<file path="config.mk">
export PLATFORM = sky130hd
export DESIGN_NAME = pad_uart_rx
export DESIGN_NICKNAME = d
export VERILOG_FILES = /design/src/rtl/pad_uart_rx.sv
export SDC_FILE = /design/constraint.sdc
export NUM_CORES = 1
export LEC_CHECK = 0
export BUFFER_PORTS_ARGS = -buffer_cell sky130_fd_sc_hd__buf_2
export CAP_MARGIN = 20
export CORE_AREA = 2 2 41 62
export CTS_BUF_LIST = sky130_fd_sc_hd__clkbuf_4 sky130_fd_sc_hd__clkbuf_8
export DETAILED_ROUTE_END_ITERATION = 6
export DIE_AREA = 0 0 43 64
export HOLD_SLACK_MARGIN = 0.15
export PLACE_DENSITY = 0.9
export SETUP_SLACK_MARGIN = 0.4
export SLEW_MARGIN = 20
export SYNTH_ARGS = -nofsm -noshare
export SYNTH_HDL_FRONTEND = slang
export SYNTH_SLANG_ARGS = --single-unit
export TNS_END_PERCENT = 1
</file>
<file path="constraint.sdc">
create_clock -name clk -period 3.3 [get_ports clk]
set_input_delay 0.33 -clock clk [delete_from_list [all_inputs] [get_ports clk]]
set_output_delay 0.33 -clock clk [all_outputs]
set_load 0.03 [all_outputs]
</file>
<file path="src/rtl/pad_uart_rx.sv">
`default_nettype none
// ============================================================================
// Module      : pad_uart_rx
// Description : UART receiver fed directly from an input pad. The pad input
//               is synchronised with two preset flops. A falling edge on the
//               synchronised line starts a frame, and each bit is sampled at
//               its centre. A good frame raises a one-cycle valid strobe; a
//               low stop bit raises a one-cycle frame_err strobe.
// Revision    : 1.0 - initial release
// ============================================================================
module pad_uart_rx #(
  parameter int CLKS_PER_BIT = 16,
  parameter int DATA_BITS    = 8
) (
  input  logic                 clk,
  input  logic                 rst,
  input  logic                 d,
  output logic [DATA_BITS-1:0] data_out,
  output logic                 valid,
  output logic                 frame_err,
  output logic                 busy
);

  localparam int CW = $clog2(CLKS_PER_BIT);
  localparam int BW = $clog2(DATA_BITS);

  localparam logic [CW-1:0] C_CNT_ONE  = CW'(1);
  localparam logic [CW-1:0] C_HALF_END = CW'(CLKS_PER_BIT / 2 - 1);
  localparam logic [CW-1:0] C_BIT_END  = CW'(CLKS_PER_BIT - 1);
  localparam logic [BW-1:0] C_BIT_ONE  = BW'(1);
  localparam logic [BW-1:0] C_LAST_BIT = BW'(DATA_BITS - 1);

  typedef enum logic [1:0] {
    IDLE  = 2'd0,
    START = 2'd1,
    DATA  = 2'd2,
    STOP  = 2'd3
  } state_t;

  logic                 sync1_q;
  logic                 d_s_q;
  logic                 d_s_prev_q;
  state_t               state_q;
  logic [CW-1:0]        clk_cnt_q;
  logic [BW-1:0]        bit_cnt_q;
  logic [DATA_BITS-1:0] shift_q;
  logic [DATA_BITS-1:0] data_out_q;
  logic                 valid_q;
  logic                 frame_err_q;
  logic                 busy_q;

  // Two-flop synchroniser plus edge-detect history, all preset to idle-high
  // so a line that is already high at reset release never looks like a start.
  always_ff @(posedge clk) begin
    if (rst) begin
      sync1_q    <= 1'b1;
      d_s_q      <= 1'b1;
      d_s_prev_q <= 1'b1;
    end else begin
      sync1_q    <= d;
      d_s_q      <= sync1_q;
      d_s_prev_q <= d_s_q;
    end
  end

  // Frame FSM: half-bit wait to the start-bit centre, then full-bit spacing
  // to each data bit and the stop bit. The strobes are registered.
  always_ff @(posedge clk) begin
    if (rst) begin
      state_q     <= IDLE;
      clk_cnt_q   <= '0;
      bit_cnt_q   <= '0;
      shift_q     <= '0;
      data_out_q  <= '0;
      valid_q     <= 1'b0;
      frame_err_q <= 1'b0;
      busy_q      <= 1'b0;
    end else begin
      valid_q     <= 1'b0;
      frame_err_q <= 1'b0;
      case (state_q)
        IDLE: begin
          // Edge-triggered: a line held low never starts a second frame.
          if (d_s_prev_q && !d_s_q) begin
            state_q   <= START;
            clk_cnt_q <= '0;
            bit_cnt_q <= '0;
            busy_q    <= 1'b1;
          end
        end
        START: begin
          if (clk_cnt_q == C_HALF_END) begin
            clk_cnt_q <= '0;
            if (d_s_q) begin
              // Glitch shorter than half a bit: false start.
              state_q <= IDLE;
              busy_q  <= 1'b0;
            end else begin
              state_q <= DATA;
            end
          end else begin
            clk_cnt_q <= clk_cnt_q + C_CNT_ONE;
          end
        end
        DATA: begin
          if (clk_cnt_q == C_BIT_END) begin
            clk_cnt_q <= '0;
            shift_q   <= {d_s_q, shift_q[DATA_BITS-1:1]};
            if (bit_cnt_q == C_LAST_BIT) begin
              state_q <= STOP;
            end else begin
              bit_cnt_q <= bit_cnt_q + C_BIT_ONE;
            end
          end else begin
            clk_cnt_q <= clk_cnt_q + C_CNT_ONE;
          end
        end
        STOP: begin
          if (clk_cnt_q == C_BIT_END) begin
            // Back to IDLE at the sample edge so that a start bit right
            // after the stop bit is caught.
            clk_cnt_q <= '0;
            state_q   <= IDLE;
            busy_q    <= 1'b0;
            if (d_s_q) begin
              data_out_q <= shift_q;
              valid_q    <= 1'b1;
            end else begin
              frame_err_q <= 1'b1;
            end
          end else begin
            clk_cnt_q <= clk_cnt_q + C_CNT_ONE;
          end
        end
        default: begin
          state_q <= IDLE;
          busy_q  <= 1'b0;
        end
      endcase
    end
  end

  assign data_out  = data_out_q;
  assign valid     = valid_q;
  assign frame_err = frame_err_q;
  assign busy      = busy_q;

endmodule
`default_nettype wire

</file>
# ---- After elaboration in Yosys (flattened, before gate mapping)
# Cells that the tools add are included.
dict set report totals {
  out_inout_bits 11
  in_bits 3
  wordCells 62
  regBits 31
}
dict set report op_classes {
  mux 22
  n_eq_ne 13
  bitwise 2
  add_sub_neg 2
  n_reduce_logical 12
}
# cell n
set ops {}
lappend ops {{2-bit != test, second input constant} 7}
lappend ops {{2-bit 2-to-1 mux} 6}
lappend ops {{4-bit 2-to-1 mux} 3}
lappend ops {{4-bit case mux with 3 select lines} 1}
lappend ops {{5-bit AND reduction} 2}
lappend ops {{3-bit 2-to-1 mux} 3}
lappend ops {{2-bit case mux with 4 select lines} 1}
lappend ops {{1-bit 2-to-1 mux} 6}
lappend ops {{3-bit case mux with 2 select lines} 1}
lappend ops {{4-bit by 1-bit adder with 4-bit output, second input constant} 1}
lappend ops {{2-bit == test, second input constant} 2}
lappend ops {{4-bit by 3-bit == test with 1-bit output, second input constant} 1}
lappend ops {{4-bit == test, second input constant} 1}
lappend ops {{4-bit AND reduction} 1}
lappend ops {{3-bit by 1-bit adder with 3-bit output, second input constant} 1}
lappend ops {{3-bit == test, second input constant} 1}
lappend ops {{1-bit case mux with 3 select lines} 1}
lappend ops {{3-bit AND reduction} 1}
lappend ops {{3-bit nonzero test} 1}
lappend ops {{3-bit OR reduction} 1}
lappend ops {{2-bit by 1-bit == test with 1-bit output, second input constant} 1}
lappend ops {{2-bit logical NOT} 1}
lappend ops {{1-bit inverter} 2}
lappend ops {{2-bit AND reduction} 1}
lappend ops {{other kinds (4)} 4}

# ---- Logic depth before layout (Yosys ltp)
dict set report logic_depth {
  word_depth 4
  ltp_mapped 7
}

# ---- Least setup slack after synthesis
# Ideal clock, no wire load.
dict set report synth_timing {
  path_type {reg2reg}
  startpoint {register clk_cnt_q[0]}
  endpoint {register bit_cnt_q[0]}
  path_stages_with_launch 8
  n_path_buf 2
  required_ns 3.179
  setup_ns 0.121
  setup_slack_ns 1.876
  arrival_time_ns 1.304
  synth_period_minus_slack_ns 1.424
  path_cell_list {dfxtp_1 -> ha_1 -> buf_4 -> and4_4 -> nand2b_1 -> buf_6 -> nor3_4 -> mux2_2}
}
dict set report synth_via {
  elab_chain_len 3
}
# element line
set synth_lines {}
lappend synth_lines {{from (decl)} 44} ;# logic [CW-1:0] clk_cnt_q;
lappend synth_lines {{from (signal assigned)} 102} ;# clk_cnt_q <= clk_cnt_q + C_CNT_ONE;
lappend synth_lines {{from (signal assigned)} 115} ;# clk_cnt_q <= clk_cnt_q + C_CNT_ONE;
lappend synth_lines {{from (signal assigned)} 132} ;# clk_cnt_q <= clk_cnt_q + C_CNT_ONE;
lappend synth_lines {{4-bit == test} 106} ;# if (clk_cnt_q == C_BIT_END) begin
lappend synth_lines {{2-bit != test (no source line)} -}
lappend synth_lines {{4-bit AND reduction (no source line)} -}
lappend synth_lines {{to (signal assigned)} 112} ;# bit_cnt_q <= bit_cnt_q + C_BIT_ONE;
lappend synth_lines {{to (decl)} 45} ;# logic [BW-1:0] bit_cnt_q;
# Every way passes these cells.
# A chain may end at the register's enable or synchronous reset.

# ---- Worst setup path in the final report
dict set report layout_timing {
  startpoint {register clk_cnt_q[1]}
  endpoint {register data_out_q[5] (netlist: data_out[5])}
}
dict set report layout_via {
  elab_chain_len 2
}
# element line
set layout_lines {}
lappend layout_lines {{4-bit == test} 119} ;# if (clk_cnt_q == C_BIT_END) begin
lappend layout_lines {{3-bit AND reduction (no source line)} -}
lappend layout_lines {{to (signal assigned)} 126} ;# data_out_q <= shift_q;
lappend layout_lines {{to (decl)} 47} ;# logic [DATA_BITS-1:0] data_out_q;
# Every way passes these cells.

==> results.json <==
{
  "synth_edf_count": 0,
  "coreArea_um2": 2210,
  "synth_area_um2": 1300,
  "drive_gt1_share_pct": 20.4,
  "critPathCaptureType": "flip-flop",
  "hold_viol": 0,
  "syn_inst": 141,
  "finalClockSkew_ns": 0.00824,
  "synth_area_leaders": "dfxtp_1 (48%), mux2i_1 (6.2%), nand2_1 (5.5%)",
  "yosys_warnings": 0,
  "drtIter0Drc": 31,
  "clk_pin_slew_ns": 0.09,
  "numPortBuffers": 13,
  "slew_headroom_pct": 64.2,
  "via_per_inst": 5.59,
  "antenna_found_initial": 0,
  "clock_path_buffers": 2,
  "fp.dieH_um": 64,
  "insertion_delay_ns": 0.33,
  "synth-seq-area-share_pct": 47.9,
  "drv_slew": 0,
  "drcViolationCount": 0,
  "cts_buffers": 5,
  "drv_cap": 0,
  "reg2reg_from": "clk_cnt_q[1]",
  "wl_per_cell_um": 12.8,
  "initial_core_util_pct": 58.7,
  "num_vias": 978,
  "cts-root-buf": "clkbuf_4",
  "cp_data_required_time_ns": 3.50,
  "tightest_slew_ns": 0.536,
  "setup_viol": 0,
  "grt_pass1_vias": 933,
  "path_class": "reg2reg",
  "hpwl_um": 1630,
  "diodes": 0,
  "cts_htree_levels": 2,
  "syn_to_final_growth_pct": 8.69,
  "wl_um": 2230,
  "holdPathStages": 2,
  "p_leak_nw": 0.619,
  "ir_drop_uv": 299,
  "crit_arrival_ns": 2.02,
  "min_period_over_period_pct": 55.0,
  "antenna_left": 0,
  "dieArea_um2": 2750,
  "cts_resized": 0,
  "cts.sinks": 31,
  "io-pin-count": 14,
  "power_density_nw_per_um2": 503,
  "dr.pass1.iters": 4,
  "startpoint_type": "flip-flop",
  "async_flop_share_pct": 0,
  "rsz0062_at_grt": "false",
  "fp.dieW_um": 43,
  "setup-tns-final_ns": 0,
  "grt_start_max_net_pins": 31,
  "r2r_end": "data_out[5]",
  "synth-main-ff-cell": "dfxtp_1",
  "postCtsSetupBuffers": 0,
  "row_count": 21,
  "crit_path_end": "data_out[5]",
  "p_total_uw": 708,
  "max_freq_mhz": 551,
  "syn_area_per_cell_um2": 9.19,
  "postCtsHoldBufs": 0,
  "worstSetupStartpoint": "clk_cnt_q[1]",
  "r2r_cells": 5,
  "place_congestion": 0.869,
  "layout.nets": 157,
  "synth_area_leader_cell": "dfxtp_1",
  "hold_path_class": "in2reg",
  "ys_seq_elements": 31,
  "status": "finished, final reports clean",
  "r2r_setup_slack_ns": 1.48,
  "syn-num-nets": 147,
  "yosysUniqueCellTypes": 34,
  "cts_tree": "yes",
  "fin_crit_ns": 1.82,
  "cp_max_fo": 9,
  "track_usage_pct": 18.5,
  "synth_top_area_share_pct": 47.9,
  "grt_pass1_wl_um": 3870,
  "gr-total-overflow": 0
}
==> per-stage QoR <==
| stage | cell area (µm²) | util, % | worst slack (ns) | std cells | hold slack [ns] |
|---|---|---|---|---|---|
| after floorplan | 1300 | - | 1.88 | 141 | 0.389 |
| after global placement | 1320 | 59.9 | 1.60 | 167 | 0.392 |
| after detailed placement | 1320 | 59.9 | 1.47 | 167 | 0.393 |
| after CTS | 1410 | 63.8 | 1.48 | 175 | 0.167 |
| after global routing | 1410 | 63.8 | 1.29 | 175 | 0.168 |
| final | 1410 | 63.8 | 1.48 | 175 | 0.180 |
==> flip-flops by register name (all words and copies together) (netlist names), named ones only <==
signal	count
d_s_prev_q	1
busy	1
shift_q	8
sync1_q	1
valid	1
bit_cnt_q	3
d_s_q	1
data_out	8
frame_err	1
state_q	1
clk_cnt_q	4
==> worst min-delay path by stage <==
stage,endpoint,from
floorplan,d_s_q,sync1_q
global placement,d_s_q,sync1_q
detailed placement,d_s_q,sync1_q
CTS,sync1_q,d
global route,sync1_q,d
finish,sync1_q,d
==> worst max-delay path, cell delays in order (launching register included) <==
cell	delay, ns
dfxtp_1	0.36
ha_1	0.31
and4_4	0.27
nand3_1	0.39
mux2i_1	0.31
nor2_1	0.05
==> where the power goes <==
group | switching [mW] | internal (mW) | leakage, nW
clock network | 0.124 | 0.179 | 0.0482
logic | 0.0147 | 0.00931 | 0.321
registers | 0.00426 | 0.377 | 0.251
==> layout make-up <==
type	instances	area, µm²
fillers	191	798
flip-flops and latches	31	621
multi-input cells	99	604
repair buffers	13	65.1
clock buffers	6	51.3
clock inverters	2	35.0
well taps	23	28.8
inverters	1	3.75
==> metal layers <==
layer	vias up	share of wire [%]	track usage, %
li1	498	-	-
met1	447	40	19.1
met2	27	53	32.0
met3	6	5.1	4.24
met4	0	2.1	12.1
met5	-	0	0
==> layout by cell type, fill, tap and decap left out, types with 2 or more instances in the layout <==
cell type   n
nor3b_1     2
nand3_1     4
ha_1        3
nand4_1     2
o21a_1      2
a22o_1      2
a21oi_1    12
nor2b_1     4
a22oi_1     2
nand2b_1    2
buf_2      13
mux2i_1     8
o21ai_1     2
nand2_1    19
dfxtp_1    31
clkbuf_4    5
nor2_1     17
o21ai_0     3
or2_2       3
==> cell usage after synthesis (all sizes together), types with 2 or more instances <==
cell type	number
o21a	2
a22oi	2
nor2	19
clkbuf	2
nand3	4
ha	3
a21oi	12
nand4	2
mux2i	8
nand2	19
nand2b	2
buf	8
nor3b	2
dfxtp	31
a22o	2
o21ai	5
or2	4
nor2b	4
==> logic make-up after synthesis <==
logic type | synth area share [%]
simple gates | 23.2
fa+ha+maj | 2.90
flops | 47.9
mux | 7.05
compound gates | 13.5
buf+inv | 5.50
(Power assumes the default switching activity.)
